### src/rtl/aes_sbox_sched.sv
// AES SubWord scheduler: round-robin sharing of one S-box between the round datapath
// (requester 0) and key expansion (requester 1), one byte issued per cycle.
module aes_sbox_sched #(
   parameter int SBOX_LAT = 0
) (
   input  logic        clk_i,
   input  logic        rst_ni,
   input  logic [1:0]  req_valid_i,
   output logic [1:0]  req_ready_o,
   input  logic [31:0] req0_data_i,
   input  logic [31:0] req1_data_i,
   input  logic [1:0]  req_inv_i,
   output logic [7:0]  sbox_data_o,
   output logic        sbox_inv_o,
   output logic        sbox_valid_o,
   input  logic [7:0]  sbox_data_i,
   output logic        rsp_valid_o,
   input  logic        rsp_ready_i,
   output logic [31:0] rsp_data_o,
   output logic        rsp_id_o,
   output logic        busy_o
);

   typedef enum logic [1:0] {
      IDLE  = 2'd0,
      ISSUE = 2'd1,
      DRAIN = 2'd2,
      DONE  = 2'd3
   } state_e;

   state_e      state_q, state_d;
   logic [1:0]  cnt_q;
   logic        last_gnt_q;
   logic [31:0] op_q;
   logic        inv_q;
   logic        id_q;
   logic [31:0] rsp_data_q;

   logic        gnt_id;
   logic        accept;

   logic        vld_p0;
   logic [1:0]  idx_p0;
   logic        vld_p1;
   logic [1:0]  idx_p1;
   logic        cap_vld;
   logic [1:0]  cap_idx;

   // On a tie the requester that was not granted last wins
   always_comb begin
      gnt_id = 1'b0;
      case (req_valid_i)
         2'b10:   gnt_id = 1'b1;
         2'b11:   gnt_id = ~last_gnt_q;
         default: gnt_id = 1'b0;
      endcase
   end

   always_comb begin
      state_d      = state_q;
      accept       = 1'b0;
      req_ready_o  = 2'b00;
      sbox_valid_o = 1'b0;
      sbox_data_o  = 8'h00;
      sbox_inv_o   = 1'b0;
      rsp_valid_o  = 1'b0;
      busy_o       = 1'b1;
      case (state_q)
         IDLE: begin
            busy_o = 1'b0;
            // Gated by rst_ni so ready cannot follow req_valid_i while reset is held
            if (rst_ni && (req_valid_i != 2'b00)) begin
               accept      = 1'b1;
               req_ready_o = gnt_id ? 2'b10 : 2'b01;
               state_d     = ISSUE;
            end
         end
         ISSUE: begin
            sbox_valid_o = 1'b1;
            sbox_data_o  = op_q[{cnt_q, 3'b000} +: 8];
            sbox_inv_o   = inv_q;
            if (cnt_q == 2'd3) begin
               state_d = (SBOX_LAT == 1) ? DRAIN : DONE;
            end
         end
         DRAIN: begin
            state_d = DONE;
         end
         DONE: begin
            rsp_valid_o = 1'b1;
            if (rsp_ready_i) begin
               state_d = IDLE;
            end
         end
         default: begin
            state_d = IDLE;
         end
      endcase
   end

   always_ff @(posedge clk_i or negedge rst_ni) begin
      if (!rst_ni) begin
         state_q    <= IDLE;
         cnt_q      <= 2'd0;
         last_gnt_q <= 1'b1;
         op_q       <= 32'h0;
         inv_q      <= 1'b0;
         id_q       <= 1'b0;
      end else begin
         state_q <= state_d;
         if (accept) begin
            op_q       <= gnt_id ? req1_data_i : req0_data_i;
            inv_q      <= req_inv_i[gnt_id];
            id_q       <= gnt_id;
            last_gnt_q <= gnt_id;
            cnt_q      <= 2'd0;
         end else if (state_q == ISSUE) begin
            cnt_q <= cnt_q + 2'd1;
         end
      end
   end

   // Capture stage boundary: p0 is the issue cycle, p1 the cycle after it
   assign vld_p0 = (state_q == ISSUE);
   assign idx_p0 = cnt_q;

   always_ff @(posedge clk_i or negedge rst_ni) begin
      if (!rst_ni) begin
         vld_p1 <= 1'b0;
      end else begin
         vld_p1 <= vld_p0;
      end
   end

   always_ff @(posedge clk_i) begin
      idx_p1 <= idx_p0;
   end

   assign cap_vld = (SBOX_LAT == 1) ? vld_p1 : vld_p0;
   assign cap_idx = (SBOX_LAT == 1) ? idx_p1 : idx_p0;

   always_ff @(posedge clk_i or negedge rst_ni) begin
      if (!rst_ni) begin
         rsp_data_q <= 32'h0;
      end else if (cap_vld) begin
         rsp_data_q[{cap_idx, 3'b000} +: 8] <= sbox_data_i;
      end
   end

   assign rsp_data_o = rsp_data_q;
   assign rsp_id_o   = id_q;

endmodule

### config.mk
export PLATFORM = sky130hd
export DESIGN_NAME = aes_sbox_sched
export DESIGN_NICKNAME = d
export VERILOG_FILES = /design/src/rtl/aes_sbox_sched.sv
export SDC_FILE = /design/constraint.sdc
export NUM_CORES = 1
export LEC_CHECK = 0
export CAP_MARGIN = 20
export CELL_PAD_IN_SITES_DETAIL_PLACEMENT = 1
export CELL_PAD_IN_SITES_GLOBAL_PLACEMENT = 1
export CORE_MARGIN = 4
export CORE_UTILIZATION = 55
export CTS_BUF_LIST = sky130_fd_sc_hd__clkbuf_2 sky130_fd_sc_hd__clkbuf_4 sky130_fd_sc_hd__clkbuf_8
export DETAILED_ROUTE_END_ITERATION = 10
export DONT_BUFFER_PORTS = 1
export PLACE_DENSITY = 0.95
export SLEW_MARGIN = 20
export SYNTH_ARGS = -nofsm -noshare
export SYNTH_HDL_FRONTEND = slang
export SYNTH_SLANG_ARGS = --single-unit
### constraint.sdc
create_clock -name clk_i -period 5.85 [get_ports clk_i]
set_clock_uncertainty 0.05 [all_clocks]
set_input_delay 0.8775 -clock clk_i [delete_from_list [all_inputs] [get_ports clk_i]]
set_output_delay 0.8775 -clock clk_i [all_outputs]
set_load 0.02 [all_outputs]
==> metrics.md, run 1 <==
| Metric | Value |
|---|---|
| Worst hold margin | 168 ps |
| Sw Pwr | 802 uW |
| First-pass GRT wire length | 13200 microns |
| Number of synthesized register bits | 71 |
| Syn Nets | 333 |
| Vias per inst | 6.75 |
| Maxcap violations | 0 |
| Unrepaired setup endpoints after global routing | false |
| Leading cell type in the layout, fill and taps excluded | dfrtp_1 |
| Layout Utilization | 60.5% |
| CTS Buffer Depth | 2 |
| Syn avg cell area | 13.6 sq um |
| WL final | 8390 microns |
| Worst vdd ir | 0.000290 V |
| GP Congestion | 0.796 |
| Synth Cell Area | 3340 sq um |
| Starting Density | 56.4% |
| Die W | 85.9 microns |
| Vias in the first global route | 2439 |
| Worst-margin pin slew | 1070 ps |
| Top-area cell type share of the netlist area | 52.5% |
| Total CTS buffers | 9 |
| Crit Path Max Fanout | 16 |
| Worst Setup End Kind | primary output |
| Worst skew pair latency | 340 ps |
| Largest net degree at the start of global routing | 77 |
| Die ar. | 7380 sq um |
| Warnings from Yosys | 0 |
| Share of cells above drive strength 1 | 11.2% |
| Post-synthesis cell count | 246 |
| Slew Viols, Final | 0 |
| CTS sink cnt | 71 |
| Syn-to-layout area delta | 7.42% |
| Crit path DAT | 2160 ps |
| N_diodes | 0 |
| Startpoint Class | flop |
| Worst-path clk slew | 90 ps |
| H-tree levels | 3 |
| Final Net Count | 331 |
| DRC Markers | 0 |
| Leading post-synthesis cells by cell area | dfrtp_1 (52%), a221o_1 (9.9%), a22o_1 (8.4%) |
| Normalized max-slew margin | 28.7% |
| Tcrit/Tclk final | 52.7% |
| Fin. Hold Viols | 0 |
| FF-to-FF setup slack | 3210 ps |
| CP required | 4920 ps |
| Clock root buffer | clkbuf_8 |
| CTS tree | done |
| Post-CTS sizing | 0 |
| Port bufs | 0 |
| Critical path type | reg -> out |
| Post-DP HPWL | 5840 microns |
| IO Pins | 126 |
| Antenna violation net count after detailed routing | 0 |
| F_max | 324 MHz |
| Commonest non-fill, non-tap cells in the layout | dfrtp_1 (70), and2_1 (42), a221o_1 (33), a22o_1 (32), clkbuf_8 (9) |
| Library cells used by synthesis | 34 |
| Period minus WS final | 3080 ps |
| Largest area contributor in the netlist | dfrtp_1 |
| Initial drt markers | 79 |
| Routed len/inst | 25.9 microns |
| Pint | 1300 uW |
| Setup violators final | 0 |
| Global Route Usage Sum | 23.7% |
| Clock Power Share | 20.6% |
| Vias | 2188 |
| Sequential element share of the synthesized area | 53.3% |
| Initial antenna violation count | 0 |
| Pre-Repair DR Iteration Count | 4 |
| Rows | 28 |
| Combinational power share | 32.9% |
| Setup TNS Final | 0 ps |
| CTS hold repair buffers | 0 |
| Cells on worst reg2reg path | 5 |
| Leak | 0.00165 uW |
| Net Sw Frac | 38.2% |
| Min-delay worst type | in -> async |
| Remaining global-route overflow | 0 |
| Pwr dens | 587 nW/um^2 |
| Die height | 85.9 microns |
| Flop pwr share | 46.5% |
| # Post-CTS Setup Buffers | 0 |
| Status | completed |
| Core ar. | 5920 sq um |
metal layers:
layer	GRT usage, %	wire (microns)
met1	27.8	3200
met2	38.6	4170
met3	10.9	888
met4	8.20	129
met5	0	0
cells by family after synthesis:
family | after synthesis | share of synthesized area [%]
XOR/XNOR | 1 | 0.263
buffers and inverters | 21 | 3.56
AND/OR/NAND/NOR | 60 | 12.3
adder cells (fa/ha/maj) | 8 | 3.00
AO/OA/AOI/OAI | 75 | 20.8
flip-flops | 71 | 53.3
multiplexers | 10 | 6.82
path summary, 6_finish.rpt:
check / to / start
min reg2reg: state_q[1]$_DFFE_PN0P_ / state_q[1]$_DFFE_PN0P_
max: sbox_data_o[3] / cap_idx[0]$_DFFE_PN0P_
min: rsp_data_o[5]$_DFFE_PN0P_ / rst_ni
max reg2reg: rsp_data_o[16]$_DFFE_PN0P_ / cap_idx[0]$_DFFE_PN0P_
max in group asynchronous: last_gnt_q$_DFFE_PN1P_ / rst_ni
min in group clk_i: state_q[1]$_DFFE_PN0P_ / state_q[1]$_DFFE_PN0P_
critical path, stage by stage (launching register included):
cell,delay [ps]
dfrtp_1,920
mux4_1,640
and2_1,250
state kept, by name, indices dropped and copies added (netlist names):
signal      count
op_q           32
rsp_data_o     32
cap_idx         2
state_q         2
inv_q           1
last_gnt_q      1
rsp_id_o        1
power groups by stage:
stage	Sequential, uW	Clock [uW]	Combinational [uW]
after floorplan	892	0	638
after global placement	973	0	653
after detailed placement	991	0	691
after CTS	981	442	700
after global routing	1010	468	761
final	977	434	692
layout make-up:
class                      count  area (sq um)
inverter                       7          26.3
clock buffer                   9           124
sequential                    71          1780
clock inverter                 7          96.3
fill                         557          2340
multi-input combinational    154          1460
timing repair buffer           1          11.3
tap                           75          93.8
stage by stage:
stage	instance area (sq um)	setup slack, ps	instances	total power [uW]
2_1_floorplan	3340	3480	246	1530
3_3_place_gp	3350	3130	307	1630
3_5_place_dp	3350	3080	307	1680
4_1_cts	3570	2720	323	2120
5_1_grt	3580	2620	324	2240
6_report	3580	2770	324	2100
synthesized netlist by cell type:
master and instances:
a21oi_1 1, a21oi_2 2, a221o_1 33, a22o_1 32
and2_1 42, buf_12 1, buf_2 4, buf_4 3
buf_6 1, clkbuf_1 5, dfrtp_1 70, dfstp_2 1
ha_1 8, inv_1 7, mux2_2 1, mux2i_1 1
mux4_1 7, mux4_2 1, nand2_1 4, nand2_2 1
nand2b_1 1, nand3_1 2, nand3b_4 1, nand4bb_1 1
nor2_1 5, nor3b_2 1, nor4b_4 2, o211a_1 2
o211ai_2 1, o21a_1 1, o21ai_0 1, o221ai_1 1
o22ai_1 1, xnor2_1 1
Power figures use the tool's default switching activity.
==> inputs of run 2 (changes only) <==
CORE_UTILIZATION = 51   (was 55)
PLACE_DENSITY = 0.9   (was 0.95)
clock period = 3.1 ns   (was 5.85 ns; I/O delays follow)
==> metrics.md, run 2 (synthesis gave the netlist of run 1 again) <==
| Metric | Value |
|---|---|
| Post-DP HPWL | 5750 microns (-1.5%) |
| Port bufs | 0 (unchanged) |
| Maxcap violations | 0 (unchanged) |
| Worst setup margin | 447 ps (-2320 ps) |
| Crit Path Max Fanout | 12 (-4) |
| Footprint of the multi-input gates | 1460 sq um (+0.60%) |
| CTS sink cnt | 71 (unchanged) |
| DRC Markers | 0 (unchanged) |
| Normalized max-slew margin | 54.7% (+26 points) |
| Core ar. | 6350 sq um (+7.2%) |
| N_diodes | 0 (unchanged) |
| Worst vdd ir | 0.000487 V (+68%) |
| First-pass GRT wire length | 12000 microns (-9.0%) |
| Worst-margin pin slew | 676 ps (-391 ps) |
| Pre-Repair DR Iteration Count | 4 (unchanged) |
| Largest net degree at the start of global routing | 72 (-6.5%) |
| CP required | 2580 ps (-2340 ps) |
| Antenna violation net count after detailed routing | 0 (unchanged) |
| Die W | 88.9 microns (+3.5%) |
| Leak | 0.00168 uW (+1.8%) |
| Routed len/inst | 24.1 microns (-6.9%) |
| Critical path type | reg -> out |
| Share of cells above drive strength 1 | 12.6% (+1.4 points) |
| WL final | 7980 microns (-4.9%) |
| CTS tree | done |
| Slew Viols, Final | 0 (unchanged) |
| Rows | 29 (+3.6%) |
| Die ar. | 7900 sq um (+7.1%) |
| Worst skew pair latency | 330 ps (about the same) |
| Initial antenna violation count | 0 (unchanged) |
| Global Route Usage Sum | 20.3% (-3.4 points) |
| Setup violators final | 0 (unchanged) |
| Syn-to-layout area delta | 8.66% |
| Worst Setup End Kind | primary output |
| Worst-path clk slew | 70 ps (-20 ps) |
| Unrepaired setup endpoints after global routing | false |
| Remaining global-route overflow | 0 (unchanged) |
| Crit path DAT | 2140 ps (-20 ps) |
| Clock root buffer | clkbuf_8 |
| Min-delay worst type | in -> reg |
| Startpoint Class | flop |
| Fillers | 604 (+8.4%) |
| Vias per inst | 6.61 (-2.1%) |
| Vias | 2188 (unchanged) |
| Final Net Count | 337 (+1.8%) |
| F_max | 377 MHz |
| Worst hold margin | 207 ps (+39.4 ps) |
| Tcrit/Tclk final | 85.6% |
| H-tree levels | 3 (unchanged) |
| Setup TNS Final | 0 ps (unchanged) |
| Period minus WS final | 2650 ps |
| Post-CTS sizing | 0 (unchanged) |
| Vias in the first global route | 2351 (-3.6%) |
| Die height | 88.9 microns (+3.5%) |
| Cell area after layout | 3630 sq um (+1.2%) |
| Pwr dens | 1070 nW/um^2 (+83%) |
| CTS Buffer Depth | 2 (unchanged) |
| Fin. Hold Viols | 0 (unchanged) |
| Status | completed |
| Starting Density | 52.6% (-3.8 points) |
| Leading cell type in the layout, fill and taps excluded | dfrtp_1 |
| GP Congestion | 0.742 (-6.7%) |
| IO Pins | 126 (unchanged) |
| Initial drt markers | 56 (-29%) |
| Commonest non-fill, non-tap cells in the layout | dfrtp_1 (70), and2_1 (42), a221o_1 (33), a22o_1 (32), clkbuf_8 (9) |
| Placed cell area | 3390 sq um (+1.2%) |
| Pre-CTS setup slack | 659 ps (-2420 ps) |
| Total CTS buffers | 9 (unchanged) |
| Sequential Area | 1780 sq um (unchanged) |
[run 2: changes by cell type in the layout (fill, tap and decap cells not counted)]
cell and change:
clkinvlp_4 -2, o211ai_2 -1, clkbuf_4 +2, buf_16 +1, clkinv_2 +1, o211ai_4 +1
dlygate4sd3_1 +1, buf_4 +5, bufinv_16 -1, inv_6 -1, buf_6 -1
[run 2: what timing repair did]
action,in CTS,in global routing
hold buffers,2,0
buffers inserted,0,0
endpoints found under the hold margin,71,0
[run 2: path summary, 6_finish.rpt]
| kind | slack [ps] | endpoint | cells past startpoint | startpoint |
|---|---|---|---|---|
| hold reg to reg | 510 | state_q[1]$_DFFE_PN0P_ | 1 | state_q[1]$_DFFE_PN0P_ |
| min in group asynchronous | 610 | rsp_data_o[23]$_DFFE_PN0P_ | 2 | rst_ni |
| max in group asynchronous | 2050 | last_gnt_q$_DFFE_PN1P_ | 2 | rst_ni |
| setup reg to reg | 710 | rsp_data_o[15]$_DFFE_PN0P_ | 5 | cap_idx[0]$_DFFE_PN0P_ |
| hold / removal | 210 | rsp_data_o[28]$_DFFE_PN0P_ | 1 | sbox_data_i[4] |
| setup / recovery | 450 | sbox_data_o[0] | 3 | cap_idx[0]$_DFFE_PN0P_ |
[run 2: worst max-delay path: stages (launching register included)]
cell and delay, ps:
dfrtp_1 730, buf_4 270, mux4_1 560, and2_1 250
[run 2: layout make-up]
cell class	count	area share (%)
Multi-Input combinational cell	154	40.4
Tap cell	77	2.66
Clock inverter	4	1.31
Clock buffer	11	3.83
Timing Repair Buffer	7	2.07
Sequential cell	71	49.0
Inverter	7	0.725
[run 2: per-stage QoR]
stage	utilization (%)	cells	power [uW]
finish	57.1	331	3890
global route	57.1	331	4150
CTS	57.0	331	3950
detailed placement	53.4	314	3200
global placement	53.4	314	3130
floorplan	-	246	2890
[run 2: layer usage]
layer	track usage (%)	up-vias	part of all wire (%)
met5	0	-	0
li1	-	959	-
met1	24.6	1122	39
met2	33.9	100	50
met3	6.36	7	10
met4	7.83	0	0.88
[run 2: power by group]
group / leakage [uW] / switching, uW / internal (uW)
registers: 0.000923 / 483 / 1320
clock network: 0.0000960 / 317 / 383
logic: 0.000660 / 678 / 711
==> inputs of run 3 (changes only) <==
clock period = 2.7 ns   (was 3.1 ns; I/O delays follow)
==> metrics.md, run 3 (synthesis gave the netlist of run 1 again) <==
| Metric | Value |
|---|---|
| Fin. Hold Viols | 0 (unchanged) |
| Largest net degree at the start of global routing | 72 (unchanged) |
| N_diodes | 0 (unchanged) |
| Post-DP HPWL | 5900 microns (+2.6%) |
| Vias | 2224 (+1.6%) |
| Clock Power Share | 20.3% (+2.3 points) |
| Worst Setup End Kind | primary output |
| Pwr dens | 1270 nW/um^2 (+18%) |
| Layout Utilization | 57.9% (+0.81 points) |
| Min-Delay Startpoint | sbox_data_i[5] |
| Status | completed |
| Startpoint Class | flop |
| Setup violators final | 0 (unchanged) |
| Min-delay worst type | in -> reg |
| FF-to-FF setup slack | 400 ps (-310 ps) |
| Fillers | 599 (-0.83%) |
| Global Route Usage Sum | 22.1% (+1.8 points) |
| Sw Pwr | 1760 uW (+19%) |
| IO Pins | 126 (unchanged) |
| Critical path type | reg -> out |
| Worst-margin pin slew | 691 ps (+14.9 ps) |
| WHS Path Cells | 1 (unchanged) |
| Antenna violation net count after detailed routing | 0 (unchanged) |
| Placed cells | 316 (+0.64%) |
| CTS sink cnt | 71 (unchanged) |
| Combinational power share | 35.6% (about the same) |
| Vias in the first global route | 2385 (+1.4%) |
| Die W | 88.9 microns (unchanged) |
| Routed len/inst | 25.5 microns (+5.9%) |
| Remaining global-route overflow | 0 (unchanged) |
| Normalized max-slew margin | 53.7% (-1.0 points) |
| Core ar. | 6350 sq um (unchanged) |
| Initial drt markers | 52 (-7.1%) |
| Max stage delay on crit path | 600 ps (-130 ps) |
| Flop pwr share | 44.1% (-2.2 points) |
| FF-to-FF End | rsp_data_o[15]$_DFFE_PN0P_ |
| Commonest non-fill, non-tap cells in the layout | dfrtp_1 (70), and2_1 (42), a221o_1 (33), a22o_1 (32), clkbuf_8 (10) |
| Maxcap violations | 0 (unchanged) |
| Slowest-stage cell, CP | dfrtp_1 |
| Crit Path Max Fanout | 9 (-3) |
| Rows | 29 (unchanged) |
| Setup TNS Final | 0 ps (unchanged) |
| Die ar. | 7900 sq um (unchanged) |
| # Post-CTS Setup Buffers | 0 (unchanged) |
| Post-CTS sizing | 0 (unchanged) |
| Worst vdd ir | 0.000676 V (+39%) |
| Tcrit/Tclk final | 91.2% |
| Syn-to-layout area delta | 10.2% |
| Leak | 0.00171 uW (+1.8%) |
| Overall Power | 4670 uW (+20%) |
| Period minus WS final | 2460 ps |
| R2r startpoint | cap_idx[0]$_DFFE_PN0P_ |
| Worst-path clk slew | 80 ps (about the same) |
| Post-Layout Cell Count | 334 (+0.91%) |
| Hold Path Sink | rsp_data_o[29]$_DFFE_PN0P_ |
| First-pass GRT wire length | 12900 microns (+7.6%) |
| CTS tree | done |
| Crit path DAT | 2010 ps (-130 ps) |
| Clock root buffer | clkbuf_8 |
| GP Congestion | 0.739 (-0.48%) |
| Net Sw Frac | 37.6% (-0.35 points) |
| Unrepaired setup endpoints after global routing | false |
| Placed cell area | 3410 sq um (+0.44%) |
| Crit path max-delay family | flip-flops |
| H-tree levels | 3 (unchanged) |
| Pint | 2910 uW (+21%) |
| Pre-Repair DR Iteration Count | 4 (unchanged) |
| Vias per inst | 6.66 (+0.73%) |
| Port bufs | 0 (unchanged) |
| WL final | 8520 microns (+6.9%) |
| Share of cells above drive strength 1 | 13.6% (+1.0 points) |
| F_max | 406 MHz |
| Leading cell type in the layout, fill and taps excluded | dfrtp_1 |
| CTS Buffer Depth | 2 (unchanged) |
| Worst skew pair latency | 340 ps (about the same) |
| Cell area after layout | 3680 sq um (+1.4%) |
| Starting Density | 52.6% (unchanged) |
| Die height | 88.9 microns (unchanged) |
| DRC Markers | 0 (unchanged) |
| Crit-path cells | buf_4, mux4_1, and2_1 |
| CP required | 2250 ps (-330 ps) |
| CP bufs+invs | 1 (unchanged) |
| Cells on worst reg2reg path | 5 (unchanged) |
| Initial antenna violation count | 0 (unchanged) |
| Final Net Count | 339 (+0.59%) |
| Slew Viols, Final | 0 (unchanged) |
| Total CTS buffers | 9 (unchanged) |
[run 3: how the worst max path moves through the flow]
stage	startpoint	to	slack, ps	depth (start not counted)
3_3_place_gp	cap_idx[0]$_DFFE_PN0P_	rsp_data_o[24]$_DFFE_PN0P_	540	5
6_report	cap_idx[0]$_DFFE_PN0P_	sbox_data_o[3]	240	3
5_1_grt	cap_idx[0]$_DFFE_PN0P_	sbox_data_o[3]	130	3
3_5_place_dp	cap_idx[0]$_DFFE_PN0P_	rsp_data_o[15]$_DFFE_PN0P_	400	5
2_1_floorplan	cap_idx[1]$_DFFE_PN0P_	rsp_data_o[24]$_DFFE_PN0P_	740	6
4_1_cts	cap_idx[0]$_DFFE_PN0P_	sbox_data_o[3]	190	3
[run 3: repair_timing]
action / in CTS / in global routing
hold buffers: 2 / 0
endpoints found under the hold margin: 71 / 0
endpoints found under the setup margin: 0 / 0
[run 3: area by class of cell]
class	count	area (sq um)	share of cell area, %
Timing Repair Buffer	9	90.1	2.45
Inverter	7	26.3	0.715
Clock inverter	4	70.1	1.91
Sequential cell	71	1780	48.3
Tap cell	77	96.3	2.62
Multi-Input combinational cell	154	1460	39.8
Clock buffer	12	153	4.15
[run 3: power groups by stage]
stage               clock network, uW  registers, uW  logic [uW]
global placement                    0           2050        1560
detailed placement                  0           2080        1640
floorplan                           0           1930        1380
finish                            947           2060        1660
global route                     1010           2120        1830
CTS                               960           2070        1680
[run 3: layer usage]
layer,wire length (microns),track usage [%],vias up
met1,3280,25.5,1137
met2,4290,38.3,112
li1,-,-,960
met5,0,0,-
met3,761,5.99,15
met4,194,10.2,0
[run 3: per-stage QoR]
stage	worst slack, ps	hold WS [ps]
6_report	236	137
2_1_floorplan	737	59.4
3_5_place_dp	401	61.7
5_1_grt	128	126
4_1_cts	187	125
3_3_place_gp	540	62.0
[run 3: worst reg2reg max path, stage by stage (launching register included)]
cell and delay [ps]:
dfrtp_1 600, inv_1 180, ha_1 430, nand4bb_1 170, nor2_1 570, a22o_1 240
